==> config.mk <==
export PLATFORM = sky130hd
export DESIGN_NAME = mem_arbiter
export DESIGN_NICKNAME = d
export VERILOG_FILES = /design/src/rtl/mem_arb_pkg.sv /design/src/rtl/mem_arb_beat_ctr.sv /design/src/rtl/mem_arbiter.sv
export SDC_FILE = /design/constraint.sdc
export NUM_CORES = 1
export LEC_CHECK = 0
export CAP_MARGIN = 10
export CORE_MARGIN = 10
export CORE_UTILIZATION = 36
export CTS_CLUSTER_SIZE = 12
export DETAILED_ROUTE_END_ITERATION = 6
export PLACE_DENSITY_LB_ADDON = 0.08
export SYNTH_ARGS = -nofsm -noshare
export SYNTH_HDL_FRONTEND = slang
export SYNTH_SLANG_ARGS = --single-unit
==> constraint.sdc <==
create_clock -name CLK -period 3.5 [get_ports CLK]
set_clock_uncertainty 0.1 [all_clocks]
set_input_delay 0.525 -clock CLK [delete_from_list [all_inputs] [get_ports CLK]]
set_output_delay 0.525 -clock CLK [all_outputs]
set_load 0.05 [all_outputs]
==> src/rtl/mem_arb_pkg.sv <==
// Shared types and helpers for the memory-port arbiter.
package mem_arb_pkg;

  typedef enum logic [1:0] {IDLE, CMD, WDATA, RDATA} state_t;
  typedef enum logic {OWN_IC, OWN_DC} owner_t;

  function automatic int clog2(input int v);
    int r;
    r = 0;
    for (int i = 0; i < 31; i++)
      if ((1 << i) < v) r = i + 1;
    return r;
  endfunction

endpackage

==> src/rtl/mem_arb_beat_ctr.sv <==
// Burst beat counter: cleared on accept, flags the final beat of a BEATS-long line.
module mem_arb_beat_ctr
  import mem_arb_pkg::*;
#(
  parameter int BEATS = 4
) (
  input  logic CLK,
  input  logic reset_n,
  input  logic clr,
  input  logic inc,
  output logic last
);
  localparam int CW = clog2(BEATS);

  logic [CW-1:0] cnt;

  always_ff @(posedge CLK or negedge reset_n) begin
    if (!reset_n)  cnt <= '0;
    else if (clr)  cnt <= '0;
    else if (inc)  cnt <= cnt + 1'b1;
  end

  assign last = (cnt == CW'(BEATS - 1));

endmodule

==> src/rtl/mem_arbiter.sv <==
// Shares one backing-memory port between icache and dcache line transfers.
// Define MEM_ARB_RR_EN for round-robin on simultaneous requests; default is dcache priority.
module mem_arbiter
  import mem_arb_pkg::*;
#(
  parameter int BEATS = 4
) (
  input  logic        CLK,
  input  logic        reset_n,
  input  logic        ic_req_valid,
  input  logic [31:0] ic_req_addr,
  output logic        ic_req_ready,
  output logic        ic_resp_valid,
  output logic [31:0] ic_resp_data,
  input  logic        dc_req_valid,
  input  logic        dc_req_rnw,
  input  logic [31:0] dc_req_addr,
  output logic        dc_req_ready,
  input  logic        dc_wdata_valid,
  input  logic [31:0] dc_wdata,
  output logic        dc_wdata_ready,
  output logic        dc_resp_valid,
  output logic [31:0] dc_resp_data,
  output logic        mem_cmd_valid,
  input  logic        mem_cmd_ready,
  output logic        mem_cmd_rnw,
  output logic [31:0] mem_cmd_addr,
  output logic        mem_wdata_valid,
  input  logic        mem_wdata_ready,
  output logic [31:0] mem_wdata,
  input  logic        mem_rdata_valid,
  input  logic [31:0] mem_rdata,
  output logic        busy
);
  localparam int          CW        = clog2(BEATS);
  localparam logic [31:0] LINE_MASK = ~((32'd1 << (CW + 2)) - 32'd1);

  state_t      state;
  owner_t      owner;
  logic        cmd_vld_q, rnw_q;
  logic [31:0] addr_q, resp_data_q;
  logic        ic_rv_q, dc_rv_q;
  logic        idle, grant_ic, grant_dc, accept;
  logic        wr_hs, rd_beat, beat_inc, beat_last, beat_done;

  // Readies are gated by reset so every output reads 0 while reset is held.
  assign idle = (state == IDLE) && reset_n;

`ifdef MEM_ARB_RR_EN
  logic rr_dc;

  always_ff @(posedge CLK or negedge reset_n) begin
    if (!reset_n)    rr_dc <= 1'b1;
    else if (accept) rr_dc <= grant_ic;
  end

  assign grant_dc = idle && dc_req_valid && (!ic_req_valid || rr_dc);
`else
  assign grant_dc = idle && dc_req_valid;
`endif
  assign grant_ic = idle && ic_req_valid && !grant_dc;
  assign accept   = grant_ic || grant_dc;

  assign wr_hs     = (state == WDATA) && dc_wdata_valid && mem_wdata_ready;
  assign rd_beat   = (state == RDATA) && mem_rdata_valid;
  assign beat_inc  = wr_hs || rd_beat;
  assign beat_done = beat_inc && beat_last;

  mem_arb_beat_ctr #(.BEATS(BEATS)) u_beat_ctr (
    .CLK     (CLK),
    .reset_n (reset_n),
    .clr     (accept),
    .inc     (beat_inc),
    .last    (beat_last)
  );

  always_ff @(posedge CLK or negedge reset_n) begin
    if (!reset_n) begin
      state     <= IDLE;
      owner     <= OWN_IC;
      rnw_q     <= 1'b0;
      addr_q    <= '0;
      cmd_vld_q <= 1'b0;
    end else begin
      case (state)
        IDLE: if (accept) begin
          state     <= CMD;
          cmd_vld_q <= 1'b1;
          owner     <= grant_dc ? OWN_DC : OWN_IC;
          rnw_q     <= grant_dc ? dc_req_rnw : 1'b1;
          addr_q    <= (grant_dc ? dc_req_addr : ic_req_addr) & LINE_MASK;
        end
        CMD: if (mem_cmd_ready) begin
          cmd_vld_q <= 1'b0;
          state     <= rnw_q ? RDATA : WDATA;
        end
        WDATA, RDATA: if (beat_done) state <= IDLE;
        default: state <= IDLE;
      endcase
    end
  end

  // Read beats are registered once and steered only to the owner's valid.
  always_ff @(posedge CLK or negedge reset_n) begin
    if (!reset_n) begin
      ic_rv_q     <= 1'b0;
      dc_rv_q     <= 1'b0;
      resp_data_q <= '0;
    end else begin
      ic_rv_q <= rd_beat && (owner == OWN_IC);
      dc_rv_q <= rd_beat && (owner == OWN_DC);
      if (rd_beat) resp_data_q <= mem_rdata;
    end
  end

  assign ic_req_ready    = grant_ic;
  assign dc_req_ready    = grant_dc;
  assign ic_resp_valid   = ic_rv_q;
  assign dc_resp_valid   = dc_rv_q;
  assign ic_resp_data    = resp_data_q;
  assign dc_resp_data    = resp_data_q;
  assign mem_cmd_valid   = cmd_vld_q;
  assign mem_cmd_rnw     = rnw_q;
  assign mem_cmd_addr    = addr_q;
  assign mem_wdata_valid = (state == WDATA) && dc_wdata_valid;
  assign mem_wdata       = (state == WDATA) ? dc_wdata : '0;
  assign dc_wdata_ready  = (state == WDATA) && mem_wdata_ready;
  assign busy            = (state != IDLE);

endmodule

# ---- Word-level counts from Yosys, hierarchy flattened
# Index checks and enable logic that the tools add are counted.
dict set report totals {
  ff_bits 69
  inputBits 137
  out_inout_bits 137
}
dict set report op_classes {
  addsub 1
  eq_ne 7
  muxes 14
  n_bitwise 1
  n_reduce_logical 22
}
# cell count
set ops {}
lappend ops {{$mux W32} 2}
lappend ops {{$logic_and A1 B1 Y1} 11}
lappend ops {{$mux W2} 5}
lappend ops {{$eq A2 B2 Y1 const B} 3}
lappend ops {{$ne A2 B2 Y1 const B} 3}
lappend ops {{$pmux W2 S3} 1}
lappend ops {{$reduce_and A3 Y1} 2}
lappend ops {{$reduce_bool A2 Y1} 3}
lappend ops {{$mux W1} 5}
lappend ops {{$add A2 B1 Y2 const B} 1}
lappend ops {{$eq A2 B1 Y1 const B} 1}
lappend ops {{$logic_not A2 Y1} 1}
lappend ops {{$logic_or A1 B1 Y1} 2}
lappend ops {{$pmux W1 S2} 1}
lappend ops {{$reduce_and A2 Y1} 1}
lappend ops {{$reduce_or A2 Y1} 1}
lappend ops {{$logic_not A1 Y1} 1}
lappend ops {{$not A1 Y1} 1}

# ---- Depth between registers and ports, before layout
dict set report logic_depth {
  depth_word 8
  ltp_mapped 7
  ltp_nobuf 5
}

# ---- Modules after synthesis
# A second synthesis with hierarchy kept.
dict set report hier_totals {
  hier_cells 314
  area_unflattened_um2 3467.1
}
# mod instances cells_per_inst area_per_inst_um2
set by_module_without_submodules {}
lappend by_module_without_submodules {mem_arbiter 1 307 3378.2}
lappend by_module_without_submodules {mem_arb_beat_ctr 1 7 88.8}

# ---- Least setup slack after synthesis
# OpenSTA, ideal clock, no wires.
dict set report synth_timing {
  path_type {flip-flop to output port}
  start {register state[0]}
  end {output port ic_req_ready}
  arrival_ns 1.541
  path_slack_ns 1.334
  path_stages_with_launch 6
  path_cell_list {dfrtp_1 -> buf_2 -> nor4bb_1 -> buf_4 -> buf_4 -> and2_1}
}
dict set report synth_via {
  elab_chain_len 5
  elab_cells_between_ends 6
  cone_classes {6 x reduce/logical}
}
# element line_no
set synth_rtl {}
lappend synth_rtl {{start: declaration} mem_arbiter.sv:38} ;# state_t state;
lappend synth_rtl {{start signal: assignment} mem_arbiter.sv:95} ;# state <= rnw_q ? RDATA : WDATA;
lappend synth_rtl {{$logic_not A2 Y1 *} mem_arbiter.sv:47} ;# assign idle = (state == IDLE) && reset_n;
lappend synth_rtl {{$logic_and A1 B1 Y1 *} mem_arbiter.sv:47}
lappend synth_rtl {{$logic_and A1 B1 Y1} mem_arbiter.sv:59} ;# assign grant_dc = idle && dc_req_valid;
lappend synth_rtl {{$logic_not A1 Y1} mem_arbiter.sv:61} ;# assign grant_ic = idle && ic_req_valid && !grant_dc;
lappend synth_rtl {{$logic_and A1 B1 Y1 *} mem_arbiter.sv:61}
lappend synth_rtl {{end: declaration} mem_arbiter.sv:12} ;# output logic ic_req_ready,
# Mark *: on every way between the ends. The rest lies on a longest branch, timed or not.

# ---- Worst setup path after layout
dict set report layout_timing {
  start {register state[1]}
  end {output port dc_req_ready}
}
dict set report layout_via {
  elab_chain_len 3
}
# element line_no
set layout_rtl {}
lappend layout_rtl {{$logic_not A2 Y1} mem_arbiter.sv:47}
lappend layout_rtl {{$logic_and A1 B1 Y1} mem_arbiter.sv:47}
lappend layout_rtl {{$logic_and A1 B1 Y1} mem_arbiter.sv:59}
lappend layout_rtl {{end: declaration} mem_arbiter.sv:18} ;# output logic dc_req_ready,
# Every way passes these cells.

==> impl_metrics.csv <==
group,metric,value,unit
sta,max_freq,0.367,GHz
synth,yosysWarnings,0,
detailed_routing,antenna_left,0,
detailed_routing,drc,0,
global_route,grt_max_degree,71,
floorplanning,initial_core_util,37.4,%
final_layout,fin_util,65.0,%
clock_tree,clockBufferDepth,2,
synth,synth_top_area_share,49.2,%
detailed_routing,firstDrtPassIters,4,
floorplanning,fp.dieH,119,um
sta,hold_viol_final,0,
synth,synth_edf_count,0,
clock_tree,ctsHoldBuffers,0,
synth,ys.flop_type,"dfrtp_1",
sta,fin_ws,0.773,ns
synth,syn_inst,386,
final_layout,fin_area,0.00609,mm^2
clock_tree,cts_resized,0,
synth,syn_area,0.00351,mm^2
synth,async_flop_share,100,%
worst_setup_path,cpMaxStageDelayCell,"dfrtp_1",
sta,finalCritPeriodShare,77.9,%
floorplanning,die-area,0.0141,mm^2
worst_setup_path,crit_type,"reg -> out",
detailed_routing,first_iter_violations,212,
min_path,hold_path_class,"in -> async",
detailed_routing,avgViaCountPerCell,4.84,
place,placed_area,0.00589,mm^2
clock_tree,cts_root_buf,"clkbuf_8",
worst_setup_path,cp.required,2.87,ns
global_route,first_global_vias,3568,
clock_tree,cts_sinks,69,
clock_tree,clkTransAtPathRegs,0.07,ns
clock_tree,numCtsBuffers,9,
detailed_routing,wire_per_inst,18.9,um
global_route,antenna_found_initial,0,
worst_setup_path,worst_ep_arrival_time,2.10,ns
outcome,run_status,"complete, no violations",
worst_setup_path,start_kind,"flip-flop",
final_layout,num_antenna_cells,0,
power_and_ir_drop,p_leak,2.67,nW
detailed_routing,wl,13900,um
sta,holdWs,0.321,ns
place,gp_congestion,0.752,
sta,drv_slew,0,
worst_setup_path,crit_chain,"nor3b_1, nand2_1, inv_2, buf_12",
final_layout,num-nets-final,743,
final_layout,drive_above_1_share,10.0,%
clock_tree,cts_tree,"built",
worst_setup_path,crit_fanout,29,
global_route,overflow,0,
sta,min_period,2.73,ns
place,pre_cts_ws,0.985,ns
floorplanning,core.rowCount,35,
power_and_ir_drop,power_density,1060,mW/mm^2
synth,ys_seq_area_share,49.2,%
power_and_ir_drop,peakVddDrop,0.832,mV
detailed_routing,via_count,3561,
floorplanning,die_width,119,um
sta,maxSlewHeadroom,25.6,%
clock_tree,cts_max_level,3,
place,io_buffer_count,261,
place,dp_hpwl,10700,um
synth,ys_types,35,
clock_tree,cts_setup_buffers,0,
synth,synth_area_leaders,"dfrtp_1 (49%), nand2_1 (13%), buf_4 (8.6%)",
sta,fin_tns_setup,0,ns
synth,yosys.area.top_type,"dfrtp_1",
sta,worstMarginPinSlew,1.12,ns
worst_setup_path,worstSetupEndpointType,"output pin",
synth,syn_avg_cell_area,9.09,um^2
worst_setup_path,critPathMaxStageDelay,0.54,ns
job,maxCapViolCount,0,
synth,ys_seq_elements,69,
final_layout,fillers,811,
global_route,track_usage,18.8,%
sta,rsz0062_at_grt,"false",
final_layout,area_growth_syn_to_layout,73.6,%
clock_tree,clkLatencyLatePin,0.33,ns
floorplanning,io_pins,274,
floorplanning,core_area,0.00937,mm^2
sta,setup_viol,0,
global_route,grt_pass1_wl,21400,um
## cell families after synthesis
family                     synth area share [%]
AOI/OAI and AO/OA                          15.3
adders and majority gates                 0.357
buffers and inverters                      12.0
DFF                                        49.2
other                                     0.107
and+or+nand+nor                            23.0
## sequential cells by signal, indices dropped and copies added (netlist names)
register        cells
mem_cmd_valid       1
ic_resp_valid       1
state               2
u_beat_ctr.cnt      2
dc_resp_valid       1
owner               1
dc_resp_data       32
mem_cmd_addr       28
mem_cmd_rnw         1
## per-layer routing
| metal | part of all wire, % | vias to the layer above | track usage (%) |
|---|---|---|---|
| met2 | 52 | 161 | 33.1 |
| met4 | 1.5 | 0 | 6.18 |
| li1 | - | 1699 | - |
| met3 | 8.3 | 15 | 6.28 |
| met1 | 38 | 1686 | 20.8 |
| met5 | 0 | - | 0 |
## synthesized netlist by cell type, types with 2 or more instances
library cell	n
o21ai_1	2
nor2_1	5
nand3b_1	2
a22oi_1	28
inv_2	2
a21oi_1	3
and2_1	35
o21ai_0	2
dfrtp_1	69
nand3_1	2
a32oi_1	28
nand2_1	124
clkbuf_1	11
inv_1	3
buf_4	40
buf_2	9
nor2b_1	3
## cells in the final DEF (no fill, tap or decap), types with 3 or more instances in the layout
master,n
nand2_1,124
clkbuf_8,10
a22oi_1,28
nor2b_1,3
and2_1,35
a21oi_1,3
inv_1,3
buf_4,41
dfrtp_1,69
clkdlybuf4s50_1,224
nor2_1,4
conb_1,4
a32oi_1,28
## layout make-up
type	instances	area (um^2)	area share [%]
flip-flops and latches	69	1730	28.4
multi-input cells	253	1390	22.8
clock buffers	11	141	2.32
repair buffers	267	2590	42.5
clock inverters	2	60.1	0.987
well taps	129	161	2.65
inverters	5	18.8	0.308
## power breakdown
part,internal [W],switching [W]
Clock,0.000410,0.000282
Combinational,0.00141,0.00293
Sequential,0.00113,0.000296
Total,0.00295,0.00351
## path summary, 6_finish.rpt
| path | start | endpoint | slack [ns] | cells after the start |
|---|---|---|---|---|
| worst max register to register | state[1] | mem_cmd_rnw | 1.34 | 3 |
| min in group CLK | owner | ic_resp_valid | 0.32 | 1 |
| worst min register to register | owner | ic_resp_valid | 0.32 | 1 |
| max in group asynchronous | reset_n | mem_cmd_addr[6] | 2.37 | 2 |
| worst min-delay path | reset_n | mem_cmd_addr[28] | 0.32 | 2 |
| worst max-delay path | state[1] | dc_req_ready | 0.77 | 4 |
## per-stage QoR
step | power (W) | instances
CTS | 0.00654 | 736
global placement | 0.00577 | 723
finish | 0.00646 | 736
detailed placement | 0.00583 | 723
global route | 0.00678 | 736
floorplan | 0.00449 | 389
## critical path, delay by kind of cell, from the launching register on
family	cells	cell delay, ns
flops	1	0.54
simple gates	2	0.54
buf+inv	2	0.67
Note: power is estimated with default switching activity, not from simulation.
